`src/rtl/of_flow_pipe_ctrl.sv`:
```
// Sequencer for the fixed-latency optical-flow velocity datapath: handshake in, tag pipeline, freeze-on-stall, flush at EOF.
// Optional stall_cycles counter is enabled by defining OF_FLOW_CTRL_STALL_CNT_EN.
module of_flow_pipe_ctrl #(
    parameter int PIPE_LATENCY = 142,
    parameter int FRAME_WIDTH  = 640,
    parameter int FRAME_HEIGHT = 480,
    parameter int CNT_WIDTH    = 16
) (
    input  logic        clk,
    input  logic        rst,
    input  logic        start,
    input  logic        in_valid,
    output logic        in_ready,
    output logic        pipe_en,
    output logic        out_valid,
    input  logic        out_ready,
    output logic        out_sof,
    output logic        out_eol,
    output logic        out_eof,
    output logic        busy,
    output logic        frame_done
`ifdef OF_FLOW_CTRL_STALL_CNT_EN
    ,
    output logic [31:0] stall_cycles
`endif
);

    localparam int OCC_W = $clog2(PIPE_LATENCY + 1);

    typedef enum logic [1:0] {IDLE, RUN, FLUSH} state_t;

    state_t                         state;
    logic [PIPE_LATENCY-1:0]        tag_valid;
    logic [PIPE_LATENCY-1:0][2:0]   tag_flags;   // {sof, eol, eof}
    logic [CNT_WIDTH-1:0]           x;
    logic [CNT_WIDTH-1:0]           y;
    logic [OCC_W-1:0]               occupancy;
    logic [OCC_W-1:0]               occ_next;
    logic                           stall;
    logic                           accept;
    logic                           consume;
    logic                           at_sof;
    logic                           at_eol;
    logic                           at_eof;

    assign out_valid = tag_valid[PIPE_LATENCY-1];
    assign stall     = out_valid & ~out_ready;
    assign in_ready  = (state == RUN) & ~stall;
    assign accept    = in_valid & in_ready;
    assign pipe_en   = accept | ((state == FLUSH) & ~stall);
    assign consume   = out_valid & out_ready;
    assign busy      = (state != IDLE);

    assign at_sof = (x == '0) && (y == '0);
    assign at_eol = (x == CNT_WIDTH'(FRAME_WIDTH - 1));
    assign at_eof = at_eol && (y == CNT_WIDTH'(FRAME_HEIGHT - 1));

    assign out_sof = out_valid & tag_flags[PIPE_LATENCY-1][2];
    assign out_eol = out_valid & tag_flags[PIPE_LATENCY-1][1];
    assign out_eof = out_valid & tag_flags[PIPE_LATENCY-1][0];

    // NOTE: always_comb gives every output a default first so no latch is inferred.
    always_comb begin
        occ_next = occupancy;
        if (accept && !consume)
            occ_next = occupancy + OCC_W'(1);
        else if (!accept && consume)
            occ_next = occupancy - OCC_W'(1);
    end

    // NOTE: sequential state uses non-blocking assignments so every register samples pre-edge values.
    always_ff @(posedge clk) begin
        if (rst) begin
            state      <= IDLE;
            tag_valid  <= '0;
            occupancy  <= '0;
            x          <= '0;
            y          <= '0;
            frame_done <= 1'b0;
        end else begin
            frame_done <= 1'b0;
            occupancy  <= occ_next;

            // A consume without a shift must retire the last tag so it is presented once.
            if (pipe_en)
                tag_valid <= {tag_valid[PIPE_LATENCY-2:0], accept};
            else if (consume)
                tag_valid[PIPE_LATENCY-1] <= 1'b0;

            case (state)
                IDLE: begin
                    if (start) begin
                        state <= RUN;
                        x     <= '0;
                        y     <= '0;
                    end
                end
                RUN: begin
                    if (accept) begin
                        if (at_eof) begin
                            x     <= '0;
                            y     <= '0;
                            state <= FLUSH;
                        end else if (at_eol) begin
                            x <= '0;
                            y <= y + CNT_WIDTH'(1);
                        end else begin
                            x <= x + CNT_WIDTH'(1);
                        end
                    end
                end
                FLUSH: begin
                    if (occ_next == '0) begin
                        state      <= IDLE;
                        frame_done <= 1'b1;
                    end
                end
                default: state <= IDLE;
            endcase
        end
    end

    // NOTE: the flag array has no reset; flags are only observed through the reset valid bits.
    always_ff @(posedge clk) begin
        if (pipe_en)
            tag_flags <= {tag_flags[PIPE_LATENCY-2:0], {at_sof, at_eol, at_eof}};
    end

`ifdef OF_FLOW_CTRL_STALL_CNT_EN
    always_ff @(posedge clk) begin
        if (rst)
            stall_cycles <= '0;
        else if (state == IDLE && start)
            stall_cycles <= '0;
        else if (stall && busy && stall_cycles != 32'hFFFF_FFFF)
            stall_cycles <= stall_cycles + 32'd1;
    end
`endif

endmodule

```
`config.mk`:
```
export PLATFORM = sky130hd
export DESIGN_NAME = of_flow_pipe_ctrl
export DESIGN_NICKNAME = d
export VERILOG_FILES = /design/src/rtl/of_flow_pipe_ctrl.sv
export SDC_FILE = /design/constraint.sdc
export NUM_CORES = 1
export LEC_CHECK = 0
export BUFFER_PORTS_ARGS = -buffer_cell sky130_fd_sc_hd__buf_2
export CAP_MARGIN = 20
export CORE_ASPECT_RATIO = 1.75
export CORE_MARGIN = 3
export CORE_UTILIZATION = 45
export CTS_BUF_LIST = sky130_fd_sc_hd__clkbuf_16
export DETAILED_ROUTE_END_ITERATION = 8
export PLACE_DENSITY = 0.65
export SLEW_MARGIN = 20
export SYNTH_ARGS = -nofsm -noshare
export SYNTH_HDL_FRONTEND = slang
export SYNTH_SLANG_ARGS = --single-unit
```
`constraint.sdc`:
```
create_clock -name clk -period 21.2 [get_ports clk]
set_clock_uncertainty 0.15 [all_clocks]
set_input_delay 2.12 -clock clk [delete_from_list [all_inputs] [get_ports clk]]
set_output_delay 2.12 -clock clk [all_outputs]
set_load 0.05 [all_outputs]
```
-- Word level (Yosys, flattened, before mapping)
Index checks and enable logic that the tools add are counted.
- add/subtract/negate cells: 4
- bitwise logic cells: 12
- muxes and demuxes: 19
- eq/ne operators: 9
- reduce and logical (&&, ||, !) cells: 17
- operators with widths (kind ; number):
    $mux W16 ; 7
    $pmux W16 S2 ; 2
    $add A16 B1 Y16 const B ; 2
    $logic_not A16 Y1 ; 2
    $eq A16 B10 Y1 const B ; 1
    $eq A16 B9 Y1 const B ; 1
    $mux W8 ; 2
    $add A8 B1 Y8 const B ; 1
    $and A1 B1 Y1 ; 8
    $logic_not A8 Y1 ; 1
    $mux W2 ; 4
    $reduce_and A4 Y1 ; 2
    $sub A8 B1 Y8 const B ; 1
    $ne A2 B2 Y1 const B ; 3
    $pmux W2 S3 ; 1
    $reduce_bool A2 Y1 ; 3
    $logic_and A1 B1 Y1 ; 4
    $mux W1 ; 3
    $ne A3 B3 Y1 const B ; 1
    $not A1 Y1 ; 3
    $reduce_and A3 Y1 ; 1
    $eq A2 B1 Y1 const B ; 1
    $eq A2 B2 Y1 const B ; 1
    $logic_not A1 Y1 ; 2
    other kinds (4) ; 4
- input bits: 5
- register bits after elaboration: 611
- output and inout bits: 8
- word-level logic and storage cells: 210

-- Depth between registers and ports, before layout
- word-level depth: 12
- mapped depth: 8
- gate-level depth less buffers: 8

-- Least setup slack after synthesis
OpenSTA, ideal clock, no wires.
- kind: input -> output
- from: input in_valid
- to: output pipe_en
- path buffers: 2
- arrival: 14715 ps
- stages: 5
- setup slack: 4215 ps
- cell sequence: and3b_1 buf_2 o21ai_1 inv_2 clkbuf_1
- cells in the longest elaborated chain, start to end: 2
- ends and longest elaborated chain (item ; line ; source):
    start: declaration ; 12 ; input logic in_valid,
    $and A1 B1 Y1 ; 49 ; assign accept = in_valid & in_ready;
    $or A1 B1 Y1 ; 50 ; assign pipe_en = accept | ((state == FLUSH) & ~stall);
    end: declaration ; 14 ; output logic pipe_en,
Every way passes these cells.

-- Worst setup path after layout
Ends and elaborated chain as after synthesis.

==> parameters.txt <==
Parameter                              Value

Run status
  Run status    completed

Die
  Width of the die    approximately 170 µm
  I/O pin count    13
  Die Y    286.1 µm
  Effective utilization at floorplan    0.4556
  Core outline area    44290 µm²
  Die ar.    47510 µm²
  Placement Rows    102

Timing
  Unrepaired setup endpoints after global routing    no
  Number of setup violations in the final report    0
  Final-report max-slew violation count    0
  Fraction of the cycle the final worst path needs    0.3026
  Hold violation total from the final report    0
  Tightest slew margin relative to the limit    0.3331
  Maximum achievable frequency    155.9 MHz
  Measured slew at the worst slew-check pin    1.000 ns
  Post-route minimum period    between 6 and 7 ns
  Total Neg Setup Slack    0 ns

Finish
  Area of combinational cells with multiple inputs    ~3400 µm²
  Layout overhead on the synthesized area    10.95%
  Final nets    1375
  Final non-filler cell area    22380 µm²
  FF+latch area    ~16000 µm²
  Cell Count, Final, Fillers Out    1979
  Fill cell instance count of the final layout    3602
  Fraction of final layout cells with drive strength greater than 1    0.07895

Place
  Total placed cells including tap cells    1882
  Number of buffers inserted by port buffering    12
  Gp weighted congestion    about 0.78
  Total half-perimeter wirelength after legalization and detailed placement    ~14000 µm
  Post-DP Area    about 21000 µm²

Synthesis
  Cells after synthesis    1350
  Most instantiated library cell after synthesis    sky130_fd_sc_hd__edfxtp_1
  Count of flip-flops with a built-in enable after synthesis    between 400 and 500
  Cell types with the largest area share after synthesis    sky130_fd_sc_hd__edfxtp_1 63%, sky130_fd_sc_hd__dfxtp_1 18%, sky130_fd_sc_hd__nand2_1 5.6%
  Sequential element share of the synthesized area    0.8177
  Count of yosys warnings during synthesis    0
  Share of the synthesized area in the top cell type    0.6341
  Synthesized net count    roughly 1400
  Commonest register cell after synthesis    sky130_fd_sc_hd__edfxtp_1
  Asr flop ratio synth    0
  Leading cell types by count after synthesis    426 x sky130_fd_sc_hd__edfxtp_1, 303 x sky130_fd_sc_hd__nand2_1, 185 x sky130_fd_sc_hd__dfxtp_1
  Area of the mapped netlist    20170 µm²
  Synthesized area per cell    14.94 µm²
  Distinct cell type count after synthesis    between 60 and 70
  Flop and latch count out of synthesis    roughly 610
  Most area-hungry cell type in the Yosys netlist    sky130_fd_sc_hd__edfxtp_1

Clock network
  Cts bufs inserted    52
  Buffer levels on the longest clock path    3
  TritonCTS sink count    611
  Insertion delay of the later-clocked pin in the worst-skew pair    0.57 ns
  Quantity of gates resized following cts    0
  TritonCTS clock tree    built
  CTS H-Tree Depth    2
  Clock transition at the registers of the reported paths    0.06 ns
  Clock root buffer master    sky130_fd_sc_hd__clkbuf_16
  Setup bufs post-CTS    0
  Total of hold buffers inserted after clock tree synthesis    0

Hold path
  Hold Crit Endpoint    tag_flags[339]$_DFFE_PP_
  Hold Path Stages    0
  Worst hold-check path type    register to register
  Hold Path Origin    tag_flags[336]$_DFFE_PP_

Power and ir drop
  Peak VDD IR    0.07464 mV
  Pwr per Cell Area    99.37 nW/µm²
  Leak Pwr    6.259 nW

Critical path
  Capturing point of the worst reg2reg path    tag_valid[124]$_SDFFE_PP0P_
  Sort of element at the end of the critical path    primary output
  Register-to-register setup slack    17.88 ns
  Kind of critical path    input port to primary output
  Reg-to-reg startpoint    state[1]$_SDFFE_PP0P_
  Data arrival, critical path    4.14 ns
  Worst-path fanout max    93
  Number of cells on the worst reg-to-reg path    6
  Startpoint types    input port
  Required time reported for the critical path endpoint    18.93 ns

Routing
  Number of routed nets with antenna violations    0
  Number of remaining DRC errors    0
  Total via count after detailed routing    9842
  DRT iter0 DRCs    about 900
  Routed via count divided by cell count    4.973
  First-pass detailed-route iteration total    5
  Detail-routed net length per standard cell    14.14 µm
  Detailed Route WL    ~28000 µm

GRT
  Remaining global-route overflow    0
  Pin count of the biggest net entering global routing    202
  Number of global-route vias before repair    9223
  Total Routing Usage GR    0.1157
  Antenna violations before repair    0
  First-pass GRT wire length    46200 µm

Job
  Number of max-capacitance violations reported    0
[through the flow]
stage	utilization	setup WS, ns	total power [W]	hold WS [ns]
3_5_place_dp	0.4688	14.82	0.001360	0.2545
4_1_cts	0.5051	14.82	0.002259	0.2656
3_3_place_gp	0.4688	14.83	0.001359	0.2510
2_1_floorplan	-	4.215	0.001368	0.2503
5_1_grt	0.5054	14.64	0.002309	0.2720
6_report	0.5054	14.79	0.002224	0.2642
[cell type report]
class                      instances  share of cell area
antenna                            1           0.0001118
clock buffer                      52             0.05814
clock inverter                    44             0.01370
inverter                          10            0.002012
multi-input combinational        670              0.1509
sequential                       611              0.7370
tap                              572             0.03197
timing repair buffer              19            0.006205
[routing by layer]
| metal | GRT usage | routed length, µm | up-vias |
|---|---|---|---|
| met5 | 0 | 0 | - |
| met4 | 0.04870 | 930 | 0 |
| met3 | 0.02026 | 927 | 64 |
| met2 | 0.1759 | 12830 | 129 |
| met1 | 0.1666 | 13300 | 4819 |
| li1 | - | - | 4830 |
[cell families after synthesis]
logic type      share of synthesized area
flops                              0.8177
simple gates                       0.1005
compound gates                    0.05005
buf+inv                           0.01550
xor+xnor                          0.01259
fa+ha+maj                        0.003721
[registers in the layout (all words and copies together) (netlist names)]
register / count
frame_done: 1
tag_flags: 426
x: 16
tag_valid: 142
occupancy: 8
state: 2
y: 16
[report_power, final]
group           total, W  switching (W)  internal [W]  leakage, nW
clock           0.000891       0.000406      0.000485        0.837
combinational  0.0000453      0.0000379    0.00000732        0.905
sequential       0.00129     0.00000448       0.00128         4.52
[cell usage in the layout, fill, tap and decap left out, types with 10 or more instances in the layout]
cell	Yosys	layout
sky130_fd_sc_hd__a21oi_1	152	152
sky130_fd_sc_hd__and3_1	10	10
sky130_fd_sc_hd__buf_2	20	11
sky130_fd_sc_hd__clkbuf_16	0	52
sky130_fd_sc_hd__dfxtp_1	185	185
sky130_fd_sc_hd__edfxtp_1	426	426
sky130_fd_sc_hd__inv_1	9	26
sky130_fd_sc_hd__nand2_1	303	303
sky130_fd_sc_hd__nand3_1	17	17
sky130_fd_sc_hd__nor2_1	51	51
sky130_fd_sc_hd__xor2_1	26	26
[critical path, cell delays in order]
cell and delay [ns]:
sky130_fd_sc_hd__buf_2 0.14, sky130_fd_sc_hd__and3b_1 0.26, sky130_fd_sc_hd__o21ai_4 0.75, sky130_fd_sc_hd__inv_8 0.41, sky130_fd_sc_hd__buf_2 0.36
[worst max path at each step]
| stage | startpoint | to | slack, ns | depth (start not counted) |
|---|---|---|---|---|
| finish | in_valid | pipe_en | 14.79 | 5 |
| floorplan | in_valid | pipe_en | 4.22 | 5 |
| global placement | in_valid | pipe_en | 14.83 | 5 |
| CTS | in_valid | pipe_en | 14.82 | 5 |
| detailed placement | in_valid | pipe_en | 14.82 | 5 |
| global route | in_valid | pipe_en | 14.64 | 5 |
Note: power is estimated with default switching activity, not from simulation.
